===== src/rtl/s_mem_pkg.sv =====
// Shared types and defaults for the RC4 S-memory arbiter slice.
package s_mem_pkg;

  localparam int unsigned S_ADDR_W  = 8;
  localparam int unsigned S_DATA_W  = 8;
  localparam int unsigned S_NUM_REQ = 3;

  localparam int unsigned REQ_INIT = 0;
  localparam int unsigned REQ_KSA  = 1;
  localparam int unsigned REQ_PRGA = 2;

  typedef logic [$clog2(S_NUM_REQ)-1:0] owner_t;

  typedef enum logic {
    IDLE = 1'b0,
    OWN  = 1'b1
  } arb_state_t;

endpackage


===== src/rtl/s_mem_arbiter_rr_pick.sv =====
// Find-first-set over req, starting at ptr and wrapping around.
module rr_pick #(
  parameter int unsigned N = 3
) (
  input  logic [N-1:0]         req,
  input  logic [$clog2(N)-1:0] ptr,
  output logic [N-1:0]         pick,
  output logic                 found
);

  localparam int unsigned PW = $clog2(N);

  logic [PW-1:0] idx;

  always_comb begin
    pick  = '0;
    found = 1'b0;
    idx   = '0;
    for (int unsigned k = 0; k < N; k++) begin
      idx = PW'((32'(ptr) + k) % N);
      if (!found && req[idx]) begin
        pick[idx] = 1'b1;
        found     = 1'b1;
      end
    end
  end

endmodule


===== src/rtl/s_mem_arbiter.sv =====
// Round-robin, grant-locked arbiter for the single-port RC4 S-memory.
// Read data is tagged back to its issuer through a valid+index pipeline.
module s_mem_arbiter
  import s_mem_pkg::*;
#(
  parameter int unsigned NUM_REQ    = S_NUM_REQ,
  parameter int unsigned ADDR_W     = S_ADDR_W,
  parameter int unsigned DATA_W     = S_DATA_W,
  parameter int unsigned RD_LATENCY = 1,
  parameter int unsigned MAX_HOLD   = 0
) (
  input  logic                        clk,
  input  logic                        reset_n,
  input  logic [NUM_REQ-1:0]          req,
  input  logic [NUM_REQ-1:0]          rd,
  input  logic [NUM_REQ-1:0]          wr,
  input  logic [NUM_REQ*ADDR_W-1:0]   addr,
  input  logic [NUM_REQ*DATA_W-1:0]   wdata,
  output logic [NUM_REQ-1:0]          gnt,
  output logic [NUM_REQ-1:0]          rd_valid,
  output logic [DATA_W-1:0]           rdata,
  output logic [ADDR_W-1:0]           mem_addr,
  output logic [DATA_W-1:0]           mem_data,
  output logic                        mem_wren,
  input  logic [DATA_W-1:0]           mem_q,
  output logic                        busy,
  output logic [$clog2(NUM_REQ)-1:0]  owner_id,
  output logic                        starve_err
);

  localparam int unsigned OW = $clog2(NUM_REQ);
  localparam int unsigned HW = (MAX_HOLD > 0) ? $clog2(MAX_HOLD + 1) : 1;
  localparam int unsigned IW = RD_LATENCY * OW;

  arb_state_t          state;
  logic [OW-1:0]       ptr;
  logic [OW-1:0]       pick_ptr;
  logic [OW-1:0]       owner_inc;
  logic [OW-1:0]       pick_id;
  logic [NUM_REQ-1:0]  pick;
  logic                found;
  logic                others_req;
  logic [HW-1:0]       hold;
  logic [ADDR_W-1:0]   addr_a  [NUM_REQ];
  logic [DATA_W-1:0]   wdata_a [NUM_REQ];
  logic [RD_LATENCY-1:0] vld_sr;
  logic [IW-1:0]       idx_sr;

  for (genvar g = 0; g < NUM_REQ; g++) begin : g_unpack
    assign addr_a[g]  = addr[g*ADDR_W +: ADDR_W];
    assign wdata_a[g] = wdata[g*DATA_W +: DATA_W];
  end

  // On release the search starts just past the outgoing owner.
  assign owner_inc  = (owner_id == OW'(NUM_REQ - 1)) ? '0 : owner_id + 1'b1;
  assign pick_ptr   = (state == OWN) ? owner_inc : ptr;
  assign others_req = |(req & ~gnt);

  rr_pick #(.N(NUM_REQ)) u_pick (
    .req   (req),
    .ptr   (pick_ptr),
    .pick  (pick),
    .found (found)
  );

  always_comb begin
    pick_id = '0;
    for (int unsigned i = 0; i < NUM_REQ; i++) begin
      if (pick[OW'(i)]) pick_id = OW'(i);
    end
  end

  assign mem_addr = busy ? addr_a[owner_id]  : '0;
  assign mem_data = busy ? wdata_a[owner_id] : '0;
  assign mem_wren = busy & wr[owner_id];
  assign rdata    = mem_q;

  // Grant FSM, RR pointer and hold/starvation tracking.
  always_ff @(posedge clk or negedge reset_n) begin
    if (!reset_n) begin
      state      <= IDLE;
      gnt        <= '0;
      busy       <= 1'b0;
      owner_id   <= '0;
      ptr        <= '0;
      hold       <= '0;
      starve_err <= 1'b0;
    end else begin
      case (state)
        IDLE: begin
          if (found) begin
            state    <= OWN;
            gnt      <= pick;
            busy     <= 1'b1;
            owner_id <= pick_id;
            hold     <= '0;
          end
        end
        OWN: begin
          if (req[owner_id]) begin
            if (MAX_HOLD > 0 && others_req) begin
              if (hold != HW'(MAX_HOLD)) hold <= hold + 1'b1;
              if (hold >= HW'(MAX_HOLD - 1)) starve_err <= 1'b1;
            end
          end else begin
            ptr  <= owner_inc;
            hold <= '0;
            if (found) begin
              gnt      <= pick;
              owner_id <= pick_id;
            end else begin
              state    <= IDLE;
              gnt      <= '0;
              busy     <= 1'b0;
              owner_id <= '0;
            end
          end
        end
        default: state <= IDLE;
      endcase
    end
  end

  // Read tag pipeline: in-flight reads survive grant changes, only reset flushes.
  always_ff @(posedge clk or negedge reset_n) begin
    if (!reset_n) begin
      vld_sr <= '0;
      idx_sr <= '0;
    end else begin
      vld_sr <= (vld_sr << 1) | RD_LATENCY'(busy & rd[owner_id]);
      idx_sr <= (idx_sr << OW) | IW'(owner_id);
    end
  end

  always_comb begin
    rd_valid = '0;
    if (vld_sr[RD_LATENCY-1]) rd_valid[idx_sr[IW-1 -: OW]] = 1'b1;
  end

endmodule

===== config.mk =====
export PLATFORM = sky130hd
export DESIGN_NAME = s_mem_arbiter
export DESIGN_NICKNAME = d
export VERILOG_FILES = /design/src/rtl/s_mem_pkg.sv /design/src/rtl/s_mem_arbiter_rr_pick.sv /design/src/rtl/s_mem_arbiter.sv
export SDC_FILE = /design/constraint.sdc
export NUM_CORES = 1
export LEC_CHECK = 0
export ABC_AREA = 1
export CAP_MARGIN = 20
export CORE_MARGIN = 2
export CORE_UTILIZATION = 38
export CTS_CLUSTER_SIZE = 14
export DETAILED_ROUTE_END_ITERATION = 8
export PLACE_DENSITY = 0.9
export SLEW_MARGIN = 20
export SYNTH_ARGS = -nofsm -noshare
export SYNTH_HDL_FRONTEND = slang
export SYNTH_SLANG_ARGS = --single-unit

===== constraint.sdc =====
create_clock -name clk -period 3.5 [get_ports clk]
set_input_delay 0.7 -clock clk [delete_from_list [all_inputs] [get_ports clk]]
set_output_delay 0.7 -clock clk [all_outputs]
set_load 0.03 [all_outputs]

Word level (Yosys, flattened, before mapping)

Index checks and enable logic that the tools add are counted.

Register bits: 12
Latch bits: 0
Memories: 0
RAM bits: 0
Bits in read-only memories: 0
Logic and storage cells: 99

Muxes and demuxes: 54
Add/subtract/negate cells: 3
Equal/unequal tests: 4
Multipliers: 0
Order comparisons: 10
Shifts and indexed selects: 0
Bitwise logic cells: 7
Reduce and logical (&&, ||, !) cells: 11
Div/mod/pow operators: 3

Operators with widths:

| operator              | count |
|---|---|
| $mod 32x2->32 const B | 2 |
| $mux 8                | 6 |
| $bmux 8 s2            | 2 |
| $mod 2x2->32 const B  | 1 |
| $mux 3                | 7 |
| $mux 1                | 19 |
| $lt 2x3->1 const B    | 5 |
| $bmux 1 s2            | 6 |
| $mux 2                | 6 |
| $demux 1 s2           | 4 |
| $ge 2x1->1 const B    | 4 |
| $logic_and 1x1->1     | 6 |
| $ne 2x2->1 const B    | 3 |
| $or 3x3->3            | 2 |
| $pmux 3 s2            | 1 |
| $pmux 1 s2            | 2 |
| $pmux 2 s2            | 1 |
| $reduce_and 2->1      | 2 |
| $add 2x1->3 const B   | 1 |
| $add 2x2->3 const B   | 1 |
| $ge 3x3->1 const B    | 1 |
| $not 2->3             | 1 |
| $reduce_and 3->1      | 1 |
| $add 2x1->2 const B   | 1 |
| 4 further kinds       | 7 |

Longest topological paths before layout

Depth after elaboration: 18
Mapped depth: 16

Modules after synthesis

Synthesis repeated with hierarchy kept, for this count alone.

Cell total of the unflattened synthesis: 242
Area total of the unflattened synthesis: 1355.0 um^2

Modules (own cells, without submodules):

| module        | area an instance (um^2) | seq. area each (um^2) | cells each | times used |
|---|---|---|---|---|
| s_mem_arbiter | 1078.5                  | 275.3                 | 192        | 1 |
| rr_pick       | 276.5                   | 0.0                   | 50         | 1 |

Least setup slack after synthesis

Ideal clock, no wire load.

Path type: register to register
Start point: reg, netlist name gnt[2]
End point: reg owner_id[0]
Setup slack: 1.108 ns
Clock period less this slack: 2.392 ns
Data arrival time: 2.275 ns
Stages on the path, launching flop included: 16
Path buffers: 1
Data required time: 3.383 ns
Setup time: 0.117 ns
Cells stage by stage: dfrtp_1 -> buf_2 -> nor2_2 -> o21ai_0 -> inv_1 -> ha_1 -> inv_2 -> nand2_1 -> nand2_1 -> nand2_2 -> nand2_4 -> nand3_1 -> nor2_2 -> nor2_1 -> nand3_1 -> nand2_1

RTL lines:

| element                | RTL line             | text |
|---|---|---|
| end signal: assignment | s_mem_arbiter.sv:95  | `owner_id <= pick_id;` |
| end signal: assignment | s_mem_arbiter.sv:110 | `owner_id <= pick_id;` |
| end: declaration       | s_mem_arbiter.sv:27  | `output logic [$clog2(NUM_REQ)-1:0] owner_id,` |

Worst setup path in the final report

Start point: reg owner_id[0]
End point: out mem_data[0]

Longest elaborated chain between the ends: 5

RTL lines:

| element                                    | RTL line            | text |
|---|---|---|
| $not 2->3 (implied by the code)            | s_mem_arbiter.sv:74 | `assign mem_data = busy ? wdata_a[owner_id] : '0;` |
| $bmux 8 s2                                 | s_mem_arbiter.sv:74 |  |
| $mux 8 (implied by the code) (2 in series) | s_mem_arbiter.sv:74 |  |
| $mux 8                                     | s_mem_arbiter.sv:74 |  |
| end: declaration                           | s_mem_arbiter.sv:23 | `output logic [DATA_W-1:0] mem_data,` |

No other way between the ends. The select of a mux whose other input is x is not followed.

==> summary.md <==
| Metric | Value |
|---|---|
| Final Hold Fails | 0 |
| Vias in the first global route | 1627 |
| Commonest cells after routing, fill and taps aside | clkdlybuf4s50_1 (84), nand3_1 (67), nand2_1 (62) |
| Max Slew Vio Count | 0 |
| Number of H-tree levels | 1 |
| Syn_nets | 307 |
| Drt drc | 0 |
| Root buffer cell | clkbuf_8 |
| Core area | 3606 um^2 |
| Power Density | 869.3 nW/um^2 |
| Clock Sinks | 11 |
| Syn avg cell area | 5.959 um^2 |
| Worst path required time | 2.80 ns |
| Setup bufs post-CTS | 0 |
| Pleak | 1.121 nW |
| Ys async rst share | 100.0% |
| TritonRoute pass-1 iters | 4 |
| Largest net degree at the start of global routing | 21 |
| Die W | 64.84 um |
| Critical-path top delay cell | clkdlybuf4s50_1 |
| Sequential cell area fraction in the yosys report | 19.57% |
| WS Path Type | reg2out |
| Layout cells sized above 1 | 7.492% |
| Worst rel slew slack | 55.03% |
| Dpl cell area | 2205 um^2 |
| Commonest non-fill, non-tap cell in the layout | clkdlybuf4s50_1 |
| Hold_buf cts | 0 |
| Top Ports | 102 |
| Rows | 22 |
| GRT overflow | 0 |
| Gpl congestion | 0.8498 |
| Yosys warnings | 1 |
| Max Cap Violations | 0 |
| Hold slack | 0.5124 ns |
| FMAX | 0.3233 GHz |
| First-pass GRT wire length | 7.120 mm |
| Hold/Removal Path Class | reg2reg |
| Status | complete, no violations |
| Fill count | 334 |
| Initial Utilization | 39.00% |
| Buffers and inverters on the worst path | 3 |
| Max clock buf depth | 2 |
| Detail Route Antenna Nets | 0 |
| Post-cts gate resize count | 0 |
| Die height | 64.84 um |
| Clock Skews | 0.002578 ns |
| Arrival @ worst endpoint | 2.39 ns |
| Max IR drop VDD | 0.5050 mV |
| CP max FO | 19 |
| Area grow syn2layout | 59.96% |
| Mapped cell area | 1406 um^2 |
| Cells after synthesis | 236 |
| Most used DFF post-synth | dfrtp_1 |
| Clock-pin slew on the worst setup and hold paths | 0.05 ns |
| CP peak stage delay | 0.66 ns |
| Crit-path cells | inv_2 > nand2_1 > nor2_1 > o21ai_0 > inv_1 > clkdlybuf4s50_1 |
| CP endpoint kind | output port |
| Worst Max-Slew Pin Slew | 0.6745 ns |
| Global Route Usage Sum | 21.10% |
| Unrepaired setup endpoints after global routing | no |
| Antenna violations before repair | 0 |
| Synth cell types | 25 |
| DRT Wirelength | 4.287 mm |
| Port Buffers | 84 |
| Fin nets | 379 |
| Die footprint | 4204 um^2 |
| Initial DRC count | 82 |
| # diodes | 0 |
| CP Launch Type | register |
| Clock buffer count from CTS | 3 |
| DP HPWL | 3.292 mm |
| Period utilization | 88.37% |
| Yosys reg bits | 11 |
| CP delay by family, top | buffers and inverters |
| TNS Setup | 0 ns |
| CTS tree | done |
| Avg WL per Cell | 12.08 um |
| Latest clock arrival within the worst-skew pair | 0.24 ns |
| Flop-to-flop setup slack | 0.65 ns |
| Final Setup Violations | 0 |
| DR vias | 1725 |
| Tmin final | 3.093 ns |
| Number of synthesized flops with an enable pin | 0 |
| Via-to-Cell Ratio | 4.859 |
| Final design utilization | 62.39% |
| Cell area after layout | 2250 um^2 |
tightest hold or removal path: stages (launching register included):
cell and delay (ns):
dfrtp_1 0.35, nand2_1 0.06, o21ai_0 0.07
stage by stage:
stage | setup WS [ns] | power, W | instances
global placement | 0.6213 | 0.001797 | 351
global route | 0.2459 | 0.002140 | 355
floorplan | 1.108 | 0.001378 | 236
finish | 0.4069 | 0.001956 | 355
detailed placement | 0.5959 | 0.001826 | 351
CTS | 0.4098 | 0.001967 | 355
sequential cells by signal, summed over array words and instances (netlist names):
name,cells
busy,1
gnt,3
idx_sr,2
owner_id,1
ptr,2
state,1
vld_sr,1
synth_stat cells, types with 2 or more instances:
| library cell | instances | area share (%) |
|---|---|---|
| nand2_1 | 62 | 17 |
| inv_2 | 3 | 0.80 |
| ha_1 | 4 | 3.6 |
| nor2_1 | 6 | 1.6 |
| o21ai_2 | 4 | 2.5 |
| buf_4 | 12 | 6.4 |
| nand3_4 | 2 | 2.5 |
| nand2_2 | 2 | 0.89 |
| a21oi_1 | 2 | 0.71 |
| o21ai_0 | 8 | 2.8 |
| nor2_2 | 2 | 0.89 |
| nand3_1 | 67 | 24 |
| buf_2 | 4 | 1.4 |
| inv_1 | 33 | 8.8 |
| clkbuf_1 | 3 | 0.80 |
| nand2_4 | 3 | 2.4 |
| dfrtp_1 | 11 | 20 |
power by group:
group          internal (W)  switching [W]
logic              0.000590       0.000969
clock network     0.0000801      0.0000492
registers          0.000181      0.0000866
total              0.000851        0.00110
kinds of logic (layout without fill, tap and decap cells):
group / after synthesis / count (layout) / synth area share [%]
other: 1 / 1 / 0.2666
adders and majority gates: 4 / 4 / 3.559
AOI/OAI and AO/OA: 17 / 17 / 8.096
and+or+nand+nor: 147 / 147 / 50.00
DFF: 11 / 11 / 19.57
buffers and inverters: 56 / 127 / 18.51
layout make-up:
cell class	count	area (um^2)	area share, %
multi-input cells	169	870.8	38.71
repair buffers	87	863.3	38.38
flip-flops and latches	11	275.3	12.24
inverters	36	135.1	6.007
well taps	48	60.06	2.670
clock buffers	4	45.04	2.002
per-layer routing:
layer	share of wire [%]	wire (um)	track usage [%]	vias up
li1	-	-	-	886
met1	42	1808	25.78	771
met2	48	2046	36.98	62
met3	9.0	384	5.903	6
met4	1.1	46	3.989	0
met5	0	0	0	-
worst paths after layout:
| check | depth (start not counted) | from | end |
|---|---|---|---|
| setup reg to reg | 15 | gnt[2] | gnt[2] |
| max in group asynchronous | 1 | reset_n | vld_sr |
| min in group asynchronous | 1 | reset_n | gnt[0] |
| hold / removal | 2 | ptr[1] | ptr[1] |
| hold reg to reg | 2 | ptr[1] | ptr[1] |
| setup / recovery | 6 | owner_id[0] | mem_data[0] |
No activity file was read; power rests on OpenSTA's default activity.
